<file path="src/rtl/imem_loader.sv">
// Instruction-memory loader: parses a 16-bit LE word count, then packs the
// byte stream into 32-bit LE words and writes them from index 0 upward.
// The core is held in reset for the whole load.
module imem_loader #(
    parameter int unsigned DEPTH  = 256,
    parameter int unsigned ADDR_W = 8
) (
    input  logic              i_clk,
    input  logic              i_rst,
    input  logic              i_start,
    input  logic [7:0]        i_in_data,
    input  logic              i_in_valid,
    output logic              o_in_ready,
    output logic              o_wr_en,
    output logic [ADDR_W-1:0] o_wr_addr,
    output logic [31:0]       o_wr_data,
    output logic              o_core_hold,
    output logic              o_done,
    output logic              o_err
);

    localparam int unsigned CNT_W = ADDR_W + 1;

    localparam logic [2:0] S_IDLE   = 3'd0;
    localparam logic [2:0] S_LEN_LO = 3'd1;
    localparam logic [2:0] S_LEN_HI = 3'd2;
    localparam logic [2:0] S_DATA   = 3'd3;
    localparam logic [2:0] S_FIN    = 3'd4;

    logic [2:0]        r_state,     w_state_nxt;
    logic [15:0]       r_len,       w_len_nxt;
    logic [1:0]        r_idx,       w_idx_nxt;
    logic [CNT_W-1:0]  r_wcnt,      w_wcnt_nxt;
    logic [31:0]       r_asm,       w_asm_nxt;
    logic              r_in_ready,  w_in_ready_nxt;
    logic              r_wr_en,     w_wr_en_nxt;
    logic [ADDR_W-1:0] r_wr_addr,   w_wr_addr_nxt;
    logic [31:0]       r_wr_data,   w_wr_data_nxt;
    logic              r_core_hold, w_core_hold_nxt;
    logic              r_done,      w_done_nxt;
    logic              r_err,       w_err_nxt;

    logic              w_xfer;
    logic [15:0]       w_len_full;
    logic [31:0]       w_asm_ins;
    logic [CNT_W-1:0]  w_wcnt_inc;

    assign w_xfer     = i_in_valid && r_in_ready;
    assign w_len_full = {i_in_data, r_len[7:0]};
    assign w_wcnt_inc = r_wcnt + CNT_W'(1);

    // Current assembly register with the incoming byte dropped into its lane
    always_comb begin
        w_asm_ins = r_asm;
        w_asm_ins[{r_idx, 3'b000} +: 8] = i_in_data;
    end

    // Next-state and next-output logic
    always_comb begin
        w_state_nxt     = r_state;
        w_len_nxt       = r_len;
        w_idx_nxt       = r_idx;
        w_wcnt_nxt      = r_wcnt;
        w_asm_nxt       = r_asm;
        w_wr_en_nxt     = 1'b0;
        w_wr_addr_nxt   = r_wr_addr;
        w_wr_data_nxt   = r_wr_data;
        w_core_hold_nxt = r_core_hold;
        w_done_nxt      = 1'b0;
        w_err_nxt       = r_err;

        case (r_state)
            S_IDLE: begin
                if (i_start) begin
                    w_err_nxt       = 1'b0;
                    w_core_hold_nxt = 1'b1;
                    w_state_nxt     = S_LEN_LO;
                end
            end
            S_LEN_LO: begin
                if (w_xfer) begin
                    w_len_nxt[7:0] = i_in_data;
                    w_state_nxt    = S_LEN_HI;
                end
            end
            S_LEN_HI: begin
                if (w_xfer) begin
                    w_len_nxt = w_len_full;
                    if (w_len_full == 16'd0) begin
                        w_state_nxt = S_FIN;
                    end else if ({1'b0, w_len_full} > 17'(DEPTH)) begin
                        w_err_nxt       = 1'b1;
                        w_core_hold_nxt = 1'b0;
                        w_state_nxt     = S_IDLE;
                    end else begin
                        w_idx_nxt   = 2'd0;
                        w_wcnt_nxt  = '0;
                        w_state_nxt = S_DATA;
                    end
                end
            end
            S_DATA: begin
                if (w_xfer) begin
                    w_asm_nxt = w_asm_ins;
                    w_idx_nxt = r_idx + 2'd1;
                    if (r_idx == 2'd3) begin
                        w_wr_en_nxt   = 1'b1;
                        w_wr_data_nxt = w_asm_ins;
                        w_wr_addr_nxt = r_wcnt[ADDR_W-1:0];
                        w_wcnt_nxt    = w_wcnt_inc;
                        if (16'(w_wcnt_inc) == r_len) begin
                            w_state_nxt = S_FIN;
                        end
                    end
                end
            end
            S_FIN: begin
                w_done_nxt      = 1'b1;
                w_core_hold_nxt = 1'b0;
                w_state_nxt     = S_IDLE;
            end
            default: begin
                w_core_hold_nxt = 1'b0;
                w_state_nxt     = S_IDLE;
            end
        endcase

        w_in_ready_nxt = (w_state_nxt == S_LEN_LO) || (w_state_nxt == S_LEN_HI) ||
                         (w_state_nxt == S_DATA);
    end

    // State and output registers
    always_ff @(posedge i_clk or posedge i_rst) begin
        if (i_rst) begin
            r_state     <= S_IDLE;
            r_len       <= '0;
            r_idx       <= '0;
            r_wcnt      <= '0;
            r_asm       <= '0;
            r_in_ready  <= 1'b0;
            r_wr_en     <= 1'b0;
            r_wr_addr   <= '0;
            r_wr_data   <= '0;
            r_core_hold <= 1'b0;
            r_done      <= 1'b0;
            r_err       <= 1'b0;
        end else begin
            r_state     <= w_state_nxt;
            r_len       <= w_len_nxt;
            r_idx       <= w_idx_nxt;
            r_wcnt      <= w_wcnt_nxt;
            r_asm       <= w_asm_nxt;
            r_in_ready  <= w_in_ready_nxt;
            r_wr_en     <= w_wr_en_nxt;
            r_wr_addr   <= w_wr_addr_nxt;
            r_wr_data   <= w_wr_data_nxt;
            r_core_hold <= w_core_hold_nxt;
            r_done      <= w_done_nxt;
            r_err       <= w_err_nxt;
        end
    end

    assign o_in_ready  = r_in_ready;
    assign o_wr_en     = r_wr_en;
    assign o_wr_addr   = r_wr_addr;
    assign o_wr_data   = r_wr_data;
    assign o_core_hold = r_core_hold;
    assign o_done      = r_done;
    assign o_err       = r_err;

endmodule

</file>
<file path="config.mk">
export PLATFORM = sky130hd
export DESIGN_NAME = imem_loader
export DESIGN_NICKNAME = d
export VERILOG_FILES = /design/src/rtl/imem_loader.sv
export SDC_FILE = /design/constraint.sdc
export NUM_CORES = 1
export LEC_CHECK = 0
export CAP_MARGIN = 40
export CORE_ASPECT_RATIO = 1.2
export CORE_MARGIN = 1.5
export CORE_UTILIZATION = 40
export CTS_CLUSTER_SIZE = 24
export DETAILED_ROUTE_END_ITERATION = 10
export PLACE_DENSITY = 0.61
export RECOVER_POWER = 50
export SLEW_MARGIN = 20
export SYNTH_ARGS = -nofsm -noshare
export SYNTH_HDL_FRONTEND = slang
export SYNTH_SLANG_ARGS = --single-unit
</file>
<file path="constraint.sdc">
create_clock -name i_clk -period 4.5 [get_ports i_clk]
set_input_delay 1.125 -clock i_clk [delete_from_list [all_inputs] [get_ports i_clk]]
set_output_delay 1.125 -clock i_clk [all_outputs]
set_load 0.03 [all_outputs]
</file>
==> summary.md <==
| Metric | Value |
|---|---|
| FF-to-FF End | `r_asm[22]$_DFFE_PP0P_` |
| CP most frequent cell | `nor2_1` |
| Initial antenna violation count | `0` |
| YS warnings | `0` |
| Routability cong. | `a little under 0.8` |
| Sequential area share after synthesis | `around 55%` |
| H-tree levels | `3` |
| Synth top area share | `a little over half` |
| FILL cells | `1169` |
| DIE HEIGHT | `124 microns` |
| DIE AREA | `roughly 13000 sq um` |
| CTS tree | `built` |
| Drt total wl | `between 10000 and 15000 microns` |
| Worst-Margin Slew | `approximately 1.2 ns` |
| Detailed-route vias per instance | `~5.6` |
| Final Hold Slack | `about 0.47 ns` |
| PwrDens | `around 640 nW/um^2` |
| Drt wl/cell | `between 15 and 20 microns` |
| Met2 Use GR | `a little under a third` |
| Worst-path fanout max | `37` |
| Initial core utilization | `about two fifths` |
| Hold endpoint | `o_wr_addr[4]$_DFFE_PP0P_` |
| #FFs+latches synth | `approximately 110` |
| Post-synth top cells | `107 x dfrtp_1, 76 x nor2_1, 42 x nand2_1` |
| Final hold violation count | `0` |
| Nets | `about 520` |
| Via count | `roughly 3.7k` |
| Largest net degree at the start of global routing | `50` |
| P&R area growth vs syn | `20.7%` |
| Pleak | `~2.6 nW` |
| Cts repair resizes | `0` |
| Gate count after technology mapping | `about 460` |
| GRT met1 Usage | `roughly a quarter` |
| Type of origin of the critical path | `primary input` |
| Tot GR Track Use | `roughly a fifth` |
| Critical path class | `primary input to flop` |
| CP peak stage delay | `0.54 ns` |
| Core Region | `roughly 12000 sq um` |
| Crit path max-delay cell type | `dlygate4sd3_1` |
| Worst Slack Setup Final | `1.29 ns` |
| Max frequency | `311 MHz` |
| Clk Tree Root Cell | `clkbuf_16` |
| I/O pins | `between 50 and 60` |
| Finished Layout Cells | `between 600 and 700` |
| Post-layout util | `49.1%` |
| Status | `finished, final reports clean` |
| Layout cells sized above 1 | `9.94%` |
| Syn avg cell area | `~11 sq um` |
| Post-CTS setup repair buffer count | `0` |
| Primary FF master, synth | `dfrtp_1` |
| Hold path start | `o_wr_addr[4]$_DFFE_PP0P_` |
| Ys async rst share | `100%` |
| Final min period | `~3.2 ns` |
| Synth area leader | `dfrtp_1` |
| Max-cap viol count | `0` |
| Post-synth EDFFs | `0` |
| Grt ovf | `0` |
| Clock Skew | `0.00609 ns` |
| Worst-Skew Late Latency | `approximately 0.35 ns` |
| Worst slew margin | `roughly a fifth` |
| Crit path DAT | `3.49 ns` |
| Cell variety after synth | `55` |
| GRT met3 Usage | `~3.3%` |
| FF-to-FF Start | `r_idx[0]$_DFFE_PP0P_` |
| RSZ-0062 raised after global routing | `no` |
| Crit. End Element | `flop` |
| CTS Buf Count | `9` |
| Worst vdd ir | `around 0.3 mV` |
| Inst Count DP | `648` |
| Tcrit/Tclk final | `between 70% and 80%` |
| Post-Syn Nets | `474` |
| # clock sinks | `about 110` |
| Synth area leaders | `dfrtp_1 55%, a22o_1 6.1%, nor2_1 5.8%` |
| First-pass DRT Iterations | `4` |
| Register clock-pin slew on the reported worst setup and hold paths | `~0.070 ns` |
| Grt peak-use layer | `met2` |
| HP Class | `flop to flop` |
| Starting DRT DRC Count | `approximately 210` |
| CP cell instances | `dlygate4sd3_1 > and2_1 > and3_1 > nand2_2 > inv_2 > buf_4 > nor2_1 > nor2_1` |
| Rows | `44` |
| Most common cell in the netlist | `dfrtp_1` |
| Post-detail-place hpwl | `between 7000 and 8000 microns` |
| Setup TNS | `0 ns` |
| Synth Cell Area | `approximately 5000 sq um` |
| ANT nets after route | `0` |
| CP Data Required Time | `approximately 4.8 ns` |
| Worst reg2reg setup slack | `around 2 ns` |
| Global-route wire length before repair | `roughly 19000 microns` |
| Clk buf depth | `2` |
| Max Transition Viols Final | `0` |
| R2R depth | `6` |
| Port-buffer cells | `56` |
| Place WS | `0.974 ns` |
| Setup-failing EPs final | `0` |
| Die width | `104 microns` |
| Vias in the first global route | `~3.6k` |
| Hold-fix buffers, CTS | `0` |
| ANT cells | `0` |
| DR DRC count | `0` |
| Worst Hold Depth | `2` |
==> worst max-delay path by stage <==
| stage | from | end | slack (ns) | depth (start not counted) |
|---|---|---|---|---|
| 2_1_floorplan | i_rst | o_core_hold$_DFFE_PP0P_ | 0.56 | 1 |
| 3_3_place_gp | i_in_valid | o_wr_data[20]$_DFFE_PP0P_ | 1.08 | 8 |
| 3_5_place_dp | i_in_valid | o_wr_data[17]$_DFFE_PP0P_ | 0.97 | 8 |
| 4_1_cts | i_in_valid | o_wr_data[17]$_DFFE_PP0P_ | 1.33 | 8 |
| 5_1_grt | i_rst | o_done$_DFF_PP0_ | 0.91 | 3 |
| 6_report | i_in_valid | o_wr_data[17]$_DFFE_PP0P_ | 1.29 | 8 |
==> worst max-delay path, delay by kind of cell <==
family	cells	cell delay [ns]
and+or+nand+nor	5	1.03
buffers and inverters	3	1.32
==> stage by stage <==
step,cell area [sq um],power (mW)
finish,5890,3.75
global route,5890,3.97
CTS,5910,3.79
detailed placement,5580,2.91
global placement,5560,2.87
floorplan,4880,2.43
==> registers in the layout (all words and copies together), names as in the netlist <==
name	count
o_core_hold	1
o_done	1
o_err	1
o_in_ready	1
o_wr_addr	8
o_wr_data	32
o_wr_en	1
r_asm	32
r_idx	2
r_len	16
r_state	3
r_wcnt	9
==> cells in the final DEF (no fill, tap or decap), types with 2 or more instances in the layout <==
cell	netlist	routed
a21boi_0	3	3
a21oi_1	2	2
a221oi_1	32	32
a22o_1	34	34
and2_1	5	5
and3_1	3	3
buf_4	4	5
bufinv_16	0	2
clkbuf_16	0	9
clkbuf_8	0	2
clkdlybuf4s50_1	0	41
clkinv_1	2	2
dfrtp_1	107	107
dlygate4sd3_1	0	15
ha_1	7	7
inv_1	6	5
mux2_2	17	17
nand2_1	42	42
nand2b_1	4	4
nand3_1	7	7
nand3b_1	2	2
nand4_1	2	2
nor2_1	76	76
nor2b_1	2	2
nor3_1	4	4
nor3_2	2	2
nor4_1	5	5
nor4b_1	2	2
o2111ai_1	2	2
o211ai_1	3	3
o21a_1	3	3
o21ai_0	13	13
o22ai_1	2	2
o31ai_1	5	5
xnor2_1	6	6
xor2_1	3	3
==> cells by family (layout without fill, tap and decap cells) <==
kind of cell | after synthesis | count (layout) | synth area share (%)
AO/OA/AOI/OAI | 104 | 104 | 17.1
XOR/XNOR | 9 | 9 | 1.62
adder cells (fa/ha/maj) | 7 | 7 | 1.79
buffers and inverters | 40 | 88 | 3.67
flip-flops | 107 | 107 | 54.9
multiplexers | 18 | 18 | 4.13
AND/OR/NAND/NOR | 170 | 170 | 16.8
==> per-layer routing <==
metal,vias to the layer above,routed length [microns]
met4,0,151
met5,-,0
met2,90,5700
met1,1882,5180
li1,1733,-
met3,10,565
==> report_power, final <==
part	internal [mW]	switching [mW]
clock network	0.517	0.346
logic	0.594	0.752
registers	1.29	0.252
total	2.40	1.35
==> final cells by class <==
| type | instances | area, sq um | share of cell area (%) |
|---|---|---|---|
| Clock buffer | 12 | 256 | 4.36 |
| Clock inverter | 4 | 72.6 | 1.23 |
| Inverter | 9 | 35.0 | 0.595 |
| Multi-Input combinational cell | 308 | 2020 | 34.4 |
| Sequential cell | 107 | 2680 | 45.5 |
| Tap cell | 161 | 201 | 3.42 |
| Timing Repair Buffer | 63 | 623 | 10.6 |
(Power assumes the default switching activity.)
